==> src/rtl/mem_responder.sv <==
`default_nettype none
// ============================================================================
// Module      : mem_responder
// Description : Unified instruction/data memory slave with programmable wait
//               states and a single-cycle ready pulse on completion.
// Revision    : 1.0  initial release
// ============================================================================

module mem_responder #(
    parameter int DATA_W      = 16,
    parameter int ADDR_W      = 8,
    parameter int WAIT_CYCLES = 2
) (
    input  logic              clk,
    input  logic              rst,
    input  logic              req,
    input  logic              we,
    input  logic [ADDR_W-1:0] addr,
    input  logic [DATA_W-1:0] wdata,
    output logic [DATA_W-1:0] rdata,
    output logic              ready,
    output logic              busy
);

    localparam int         C_DEPTH     = 2**ADDR_W;
    localparam bit         C_NO_WAIT   = (WAIT_CYCLES == 0);
    localparam logic [3:0] C_WAIT_INIT = (WAIT_CYCLES > 0) ? 4'(WAIT_CYCLES - 1) : 4'd0;

    typedef enum logic [1:0] {
        S_IDLE = 2'd0,
        S_WAIT = 2'd1,
        S_RESP = 2'd2
    } state_t;

    state_t              r_state;
    state_t              w_state_nxt;
    logic [3:0]          r_cnt;
    logic [3:0]          w_cnt_nxt;
    logic [ADDR_W-1:0]   r_addr;
    logic [ADDR_W-1:0]   w_addr_nxt;
    logic [DATA_W-1:0]   r_wdata;
    logic [DATA_W-1:0]   w_wdata_nxt;
    logic                r_we;
    logic                w_we_nxt;
    logic [DATA_W-1:0]   r_rdata;
    logic [DATA_W-1:0]   w_rdata_nxt;
    logic                r_ready;
    logic                w_ready_nxt;
    logic                r_busy;
    logic                w_busy_nxt;

    // Memory access performed on the edge that enters RESP
    logic                w_acc_fire;
    logic                w_acc_we;
    logic [ADDR_W-1:0]   w_acc_addr;
    logic [DATA_W-1:0]   w_acc_wdata;
    logic                w_mem_we;

    logic [DATA_W-1:0]   r_mem [C_DEPTH];

    always_ff @(posedge clk or negedge rst) begin
        if (!rst) begin
            r_state <= S_IDLE;
            r_cnt   <= 4'd0;
            r_addr  <= '0;
            r_wdata <= '0;
            r_we    <= 1'b0;
            r_rdata <= '0;
            r_ready <= 1'b0;
            r_busy  <= 1'b0;
        end else begin
            r_state <= w_state_nxt;
            r_cnt   <= w_cnt_nxt;
            r_addr  <= w_addr_nxt;
            r_wdata <= w_wdata_nxt;
            r_we    <= w_we_nxt;
            r_rdata <= w_rdata_nxt;
            r_ready <= w_ready_nxt;
            r_busy  <= w_busy_nxt;
        end
    end

    always_comb begin
        w_state_nxt = r_state;
        w_cnt_nxt   = r_cnt;
        w_addr_nxt  = r_addr;
        w_wdata_nxt = r_wdata;
        w_we_nxt    = r_we;
        w_ready_nxt = 1'b0;
        w_busy_nxt  = r_busy;
        w_acc_fire  = 1'b0;
        w_acc_we    = r_we;
        w_acc_addr  = r_addr;
        w_acc_wdata = r_wdata;

        case (r_state)
            S_IDLE: begin
                w_busy_nxt = 1'b0;
                if (req) begin
                    w_addr_nxt  = addr;
                    w_wdata_nxt = wdata;
                    w_we_nxt    = we;
                    w_busy_nxt  = 1'b1;
                    if (C_NO_WAIT) begin
                        // Zero wait states: capture and access share one edge,
                        // so the memory sees the live request fields.
                        w_state_nxt = S_RESP;
                        w_ready_nxt = 1'b1;
                        w_acc_fire  = 1'b1;
                        w_acc_we    = we;
                        w_acc_addr  = addr;
                        w_acc_wdata = wdata;
                    end else begin
                        w_state_nxt = S_WAIT;
                        w_cnt_nxt   = C_WAIT_INIT;
                    end
                end
            end
            S_WAIT: begin
                w_busy_nxt = 1'b1;
                if (r_cnt == 4'd0) begin
                    w_state_nxt = S_RESP;
                    w_ready_nxt = 1'b1;
                    w_acc_fire  = 1'b1;
                end else begin
                    w_cnt_nxt = r_cnt - 4'd1;
                end
            end
            S_RESP: begin
                w_state_nxt = S_IDLE;
                w_busy_nxt  = 1'b0;
            end
            default: begin
                w_state_nxt = S_IDLE;
                w_busy_nxt  = 1'b0;
            end
        endcase
    end

    // Gated by rst so no write can land while reset is held.
    assign w_mem_we    = w_acc_fire & w_acc_we & rst;
    assign w_rdata_nxt = (w_acc_fire && !w_acc_we) ? r_mem[w_acc_addr] : r_rdata;

    always_ff @(posedge clk) begin
        if (w_mem_we) begin
            r_mem[w_acc_addr] <= w_acc_wdata;
        end
    end

    assign rdata = r_rdata;
    assign ready = r_ready;
    assign busy  = r_busy;

endmodule

`default_nettype wire
==> config.mk <==
export PLATFORM = sky130hd
export DESIGN_NAME = mem_responder
export DESIGN_NICKNAME = d
export VERILOG_FILES = /design/src/rtl/mem_responder.sv
export SDC_FILE = /design/constraint.sdc
export NUM_CORES = 2
export LEC_CHECK = 0
export ABC_AREA = 0
export BUFFER_PORTS_ARGS = -buffer_cell sky130_fd_sc_hd__buf_4
export CAP_MARGIN = 10
export CORE_MARGIN = 8
export CORE_UTILIZATION = 45
export CTS_CLUSTER_DIAMETER = 30
export CTS_CLUSTER_SIZE = 12
export DETAILED_ROUTE_END_ITERATION = 6
export SETUP_SLACK_MARGIN = 0.1
export SYNTH_ARGS = -nofsm -noshare
export SYNTH_HDL_FRONTEND = slang
export SYNTH_SLANG_ARGS = --single-unit
==> constraint.sdc <==
create_clock -name clk -period 11.3 [get_ports clk]
set_clock_uncertainty 0.15 [all_clocks]
set_input_delay 2.26 -clock clk [delete_from_list [all_inputs] [get_ports clk]]
set_output_delay 2.26 -clock clk [all_outputs]
set_load 0.01 [all_outputs]
* Yosys cells after proc, flatten, opt, wreduce, memory -nomap -nowiden
Memories as Yosys holds them, arrays and structs flattened. A register that Yosys moved wholly into a read port is not among the register bits.
Cells that the tools add are included.
** Operators by class
- Reduce and logical (&&, ||, !) cells :: 9
- Add/subtract/negate cells :: 1
- Equality and inequality tests :: 4
- Multiplexer cells :: 12
- Bitwise logic cells :: 2
** Operators by type and width (count)
- two-way mux 4 bit :: 2
- case mux 4 bit (2 select lines) :: 1
- != test 2 bit, second input constant :: 3
- two-way mux 1 bit :: 5
- zero test 4 bit :: 1
- two-way mux 2 bit :: 2
- case mux 2 bit (2 select lines) :: 1
- AND reduction 2 bit :: 2
- subtractor 4 x 1 -> 4 bit, second input constant :: 1
- AND reduction 3 bit :: 1
- AND 1 bit :: 2
- equality test 2 x 1 -> 1 bit, second input constant :: 1
- zero test 1 bit :: 2
- zero test 2 bit :: 1
- case mux 1 bit (2 select lines) :: 1
- nonzero test 2 bit :: 1
- logical AND 1 bit :: 1
** Storage, ports and cells
- Input port bits :: 28
- Register bits :: 33
- Memories kept :: 1
- Output and inout bits :: 18
- Memory bits (writable) :: 4096
- Word-level logic and storage cells :: 36
** Memories
- r_mem :: words 256, width 16, rd ports 1, clocked after memory_dff 1, wr ports 1, RTL line 59 : logic [DATA_W-1:0] r_mem [C_DEPTH];

* Longest topological paths before layout
- Word-level depth :: 7
- Gate-level depth with buffers :: 12
- Mapped depth without buffers :: 8

* Worst setup path after synthesis
No wires, ideal clock.
- Kind :: input -> register
- From :: input rst
- To :: memory r_mem[113][0] (enable)
- Arrival :: 4.060 ns
- Path buffers :: 3
- Stages on the path :: 6
- Setup slack :: 6.701 ns
- Data required time :: 10.761 ns
- Library setup time :: 0.389 ns
- Path through :: and3_1 clkbuf_1 clkbuf_1 nand3_1 clkbuf_1 nor2_1
** Between the ends
- Cells in the longest elaborated chain, start to end :: 3
** Ends and longest elaborated chain
- from (decl) :: RTL line 15 : input logic rst,
- AND 1 bit :: RTL line 141 : assign w_mem_we = w_acc_fire & w_acc_we & rst;
- two-way mux 1 bit :: RTL line 145 : if (w_mem_we) begin
- two-way mux 1 bit (not written as such) :: RTL line 146 : r_mem[w_acc_addr] <= w_acc_wdata;
- to (decl) :: RTL line 59
Every way passes these cells.

==> run metrics <==
status=completed; number of remaining DRC errors=0; sum of negative setup slack=0 ns; M1 GR Usage=32.0%; critical path class=reg2reg; leading area contributor after synthesis=edfxtp_1; Pwr Total=56.0 mW; mapped cell area=0.159 mm2; Final Net Count=7,933; number of I/O port buffers=45; Max VDD drop=0.000252 V; clock-pin slew on the worst setup and hold paths=0.05 ns; most frequent CP cell=buf_4; Worst Path Arrival=6.61 ns; Vias/cell=6.15; Max transition margin=7.01%; synthesized net count=7,198; P&R area growth vs syn=20.8%; drt initial violations=10,500; Antenna Nets Post-Route=0; hold_ws=0.324 ns; Finished Cell Area=0.192 mm2; cells after synthesis=7,169; Yosys top cell area share=77.5%; H-tree depth=6; Setup Fix Bufs, Post-CTS=0; period utilisation layout=51.6%; most used routing layer=met2; power per cell area=292 mW/mm2; fin crit period=5.84 ns; Crit path max-delay family=simple AND/OR/NAND/NOR gates; num ports=46; CTS root buf=clkbuf_16; pin count of the biggest net entering global routing=198; Least-Margin Pin Slew=1.39 ns; # setup viols final=0; Starting Density=45.1%; unrepaired setup endpoints after global routing=no; Worst Path Required=12.08 ns; die area=0.372 mm2; endpoints failing hold=0; Synth Register Bits=4,145; Row Count=218; Max Slew Vio Count=0; Avg Cell Area, Syn=22.1 um2; Crit. End Element=register; Top FF cell, synth=edfxtp_1; Leakage=61.6 nW; hold buffer count at CTS=0; clock tree sinks=4,145; Final GP Congestion=0.853; WP buf/inv=4; met3 usage=5.49%; gr usage total=23.6%; Die Wd=610 um; DR WL/cell=34.2 um; placed instance area=0.166 mm2; hold crit path type=reg2reg; largest cells by area after synthesis=edfxtp_1 (78%), mux4_2 (13%), mux2i_1 (1.9%); sequential area share after synthesis=78.3%; hpwl dp=260,000 um; met2 usage=37.1%; top-count cell post-synth=edfxtp_1; startpoint types=register; post-cts repair resize count=0; vias in the first global route=82,600; critical path's slowest cell=nor2b_4; drt total wl=450,000 um; Post-Layout Cell Count=13,200; Post-synth top cells=edfxtp_1 (4,096), mux4_2 (951), mux2i_1 (303); initial antenna violation count=19; Netlist cell types=64; reg2reg setup slack=5.46 ns; DIE HEIGHT=610 um; Post-Place Cells=11,800; CTS tree=built; Achievable Freq=0.171 GHz; crit path cell chain=buf_4 -> buf_4 -> nor2b_4 -> buf_4 -> buf_4 -> nand3_1 -> nand4_1 -> nand3_1 -> a31o_1; MaxCap Viol Count=0; First-pass DRT Iterations=5; worst-case clock buffer depth=4; layout cells sized above 1=32.3%; synth warn=0; Async S/R FF share, synth=1.18%; first-pass GRT wire length=631,000 um; core area=0.352 mm2; vias after detailed routing=81,000; CP max stage delay=1.03 ns; total gr overflow=0; Max FO, Critical Path=31; CTS buffer count=716; Clk Latency, worst-skew pair=1.05 ns; count of flip-flops with a built-in enable after synthesis=4,096
-- metrics by stage --
stage | utilization (%) | worst slack [ns]
finish | 54.5 | 5.46
global route | 54.5 | 5.51
CTS | 54.5 | 5.63
detailed placement | 47.3 | 4.94
global placement | 47.2 | 4.75
floorplan | - | 6.70
-- path summary, 6_finish.rpt --
kind / startpoint / to / cells past startpoint
min reg2reg: r_state[1] / busy / 1
min: r_state[1] / busy / 1
min in group asynchronous: rst / r_addr[4] / 1
max: r_addr[2] / rdata[1] / 9
max reg2reg: r_addr[2] / rdata[1] / 9
max in group asynchronous: rst / r_addr[1] / 1
-- power by group --
group / switching [mW] / internal [mW] / leakage, nW
Clock: 7.89 / 14.4 / 12.1
Sequential: 0.850 / 19.4 / 37.4
Combinational: 9.01 / 4.48 / 12.1
-- layout make-up --
cell class / instances / area, um2
clock inverter: 562 / 7030
clock buffer: 775 / 18300
inverter: 8 / 42.5
sequential: 4145 / 124000
tap: 4620 / 5780
antenna: 15 / 37.5
multi-input combinational: 2588 / 32700
fill: 26200 / 160000
timing repair buffer: 445 / 3540
-- sequential cells by signal, indices dropped and copies added, names as in the netlist --
name,cells
busy,1
ready,1
rdata,16
r_wdata,16
r_cnt,4
r_state,2
r_we,1
r_mem,4096
r_addr,8
-- cell families (layout without fill, tap and decap cells) --
family / Yosys count / in the layout / share of synthesized area, %
buffers and inverters: 436 / 1790 / 1.38
adders and majority gates: 1 / 1 / 0.00788
xor gates and xnor gates: 2 / 2 / 0.0110
AOI/OAI and AO/OA: 561 / 561 / 2.61
and+or+nand+nor: 728 / 728 / 2.01
DFF: 4145 / 4145 / 78.3
other: 0 / 15 / 0
muxes: 1296 / 1296 / 15.7
-- cells in the final DEF, fill, tap and decap left out, types with 25 or more instances in the layout --
cell           n
a21oi_1       27
a221oi_1      70
a22oi_1       53
a32oi_1       65
buf_4        425
bufinv_16    107
clkbuf_1      47
clkbuf_16    721
clkinv_1      94
clkinv_16     25
clkinv_2      91
clkinv_4      64
clkinvlp_4    86
dfrtp_1       25
edfxtp_1    4096
inv_6         67
mux2_2        42
mux2i_1      303
mux4_2       951
nand2_1      223
nand3_1       74
nor2_1       256
nor2_2        44
o21ai_0       70
o22a_1        34
o22ai_1       87
-- metal layers --
layer  vias to the layer above  wire length (um)
met4                         8             20300
met3                       858             41100
met5                         -                55
met2                      4254            212000
li1                      32200                 -
met1                     43600            176000
(Power assumes the default switching activity.)
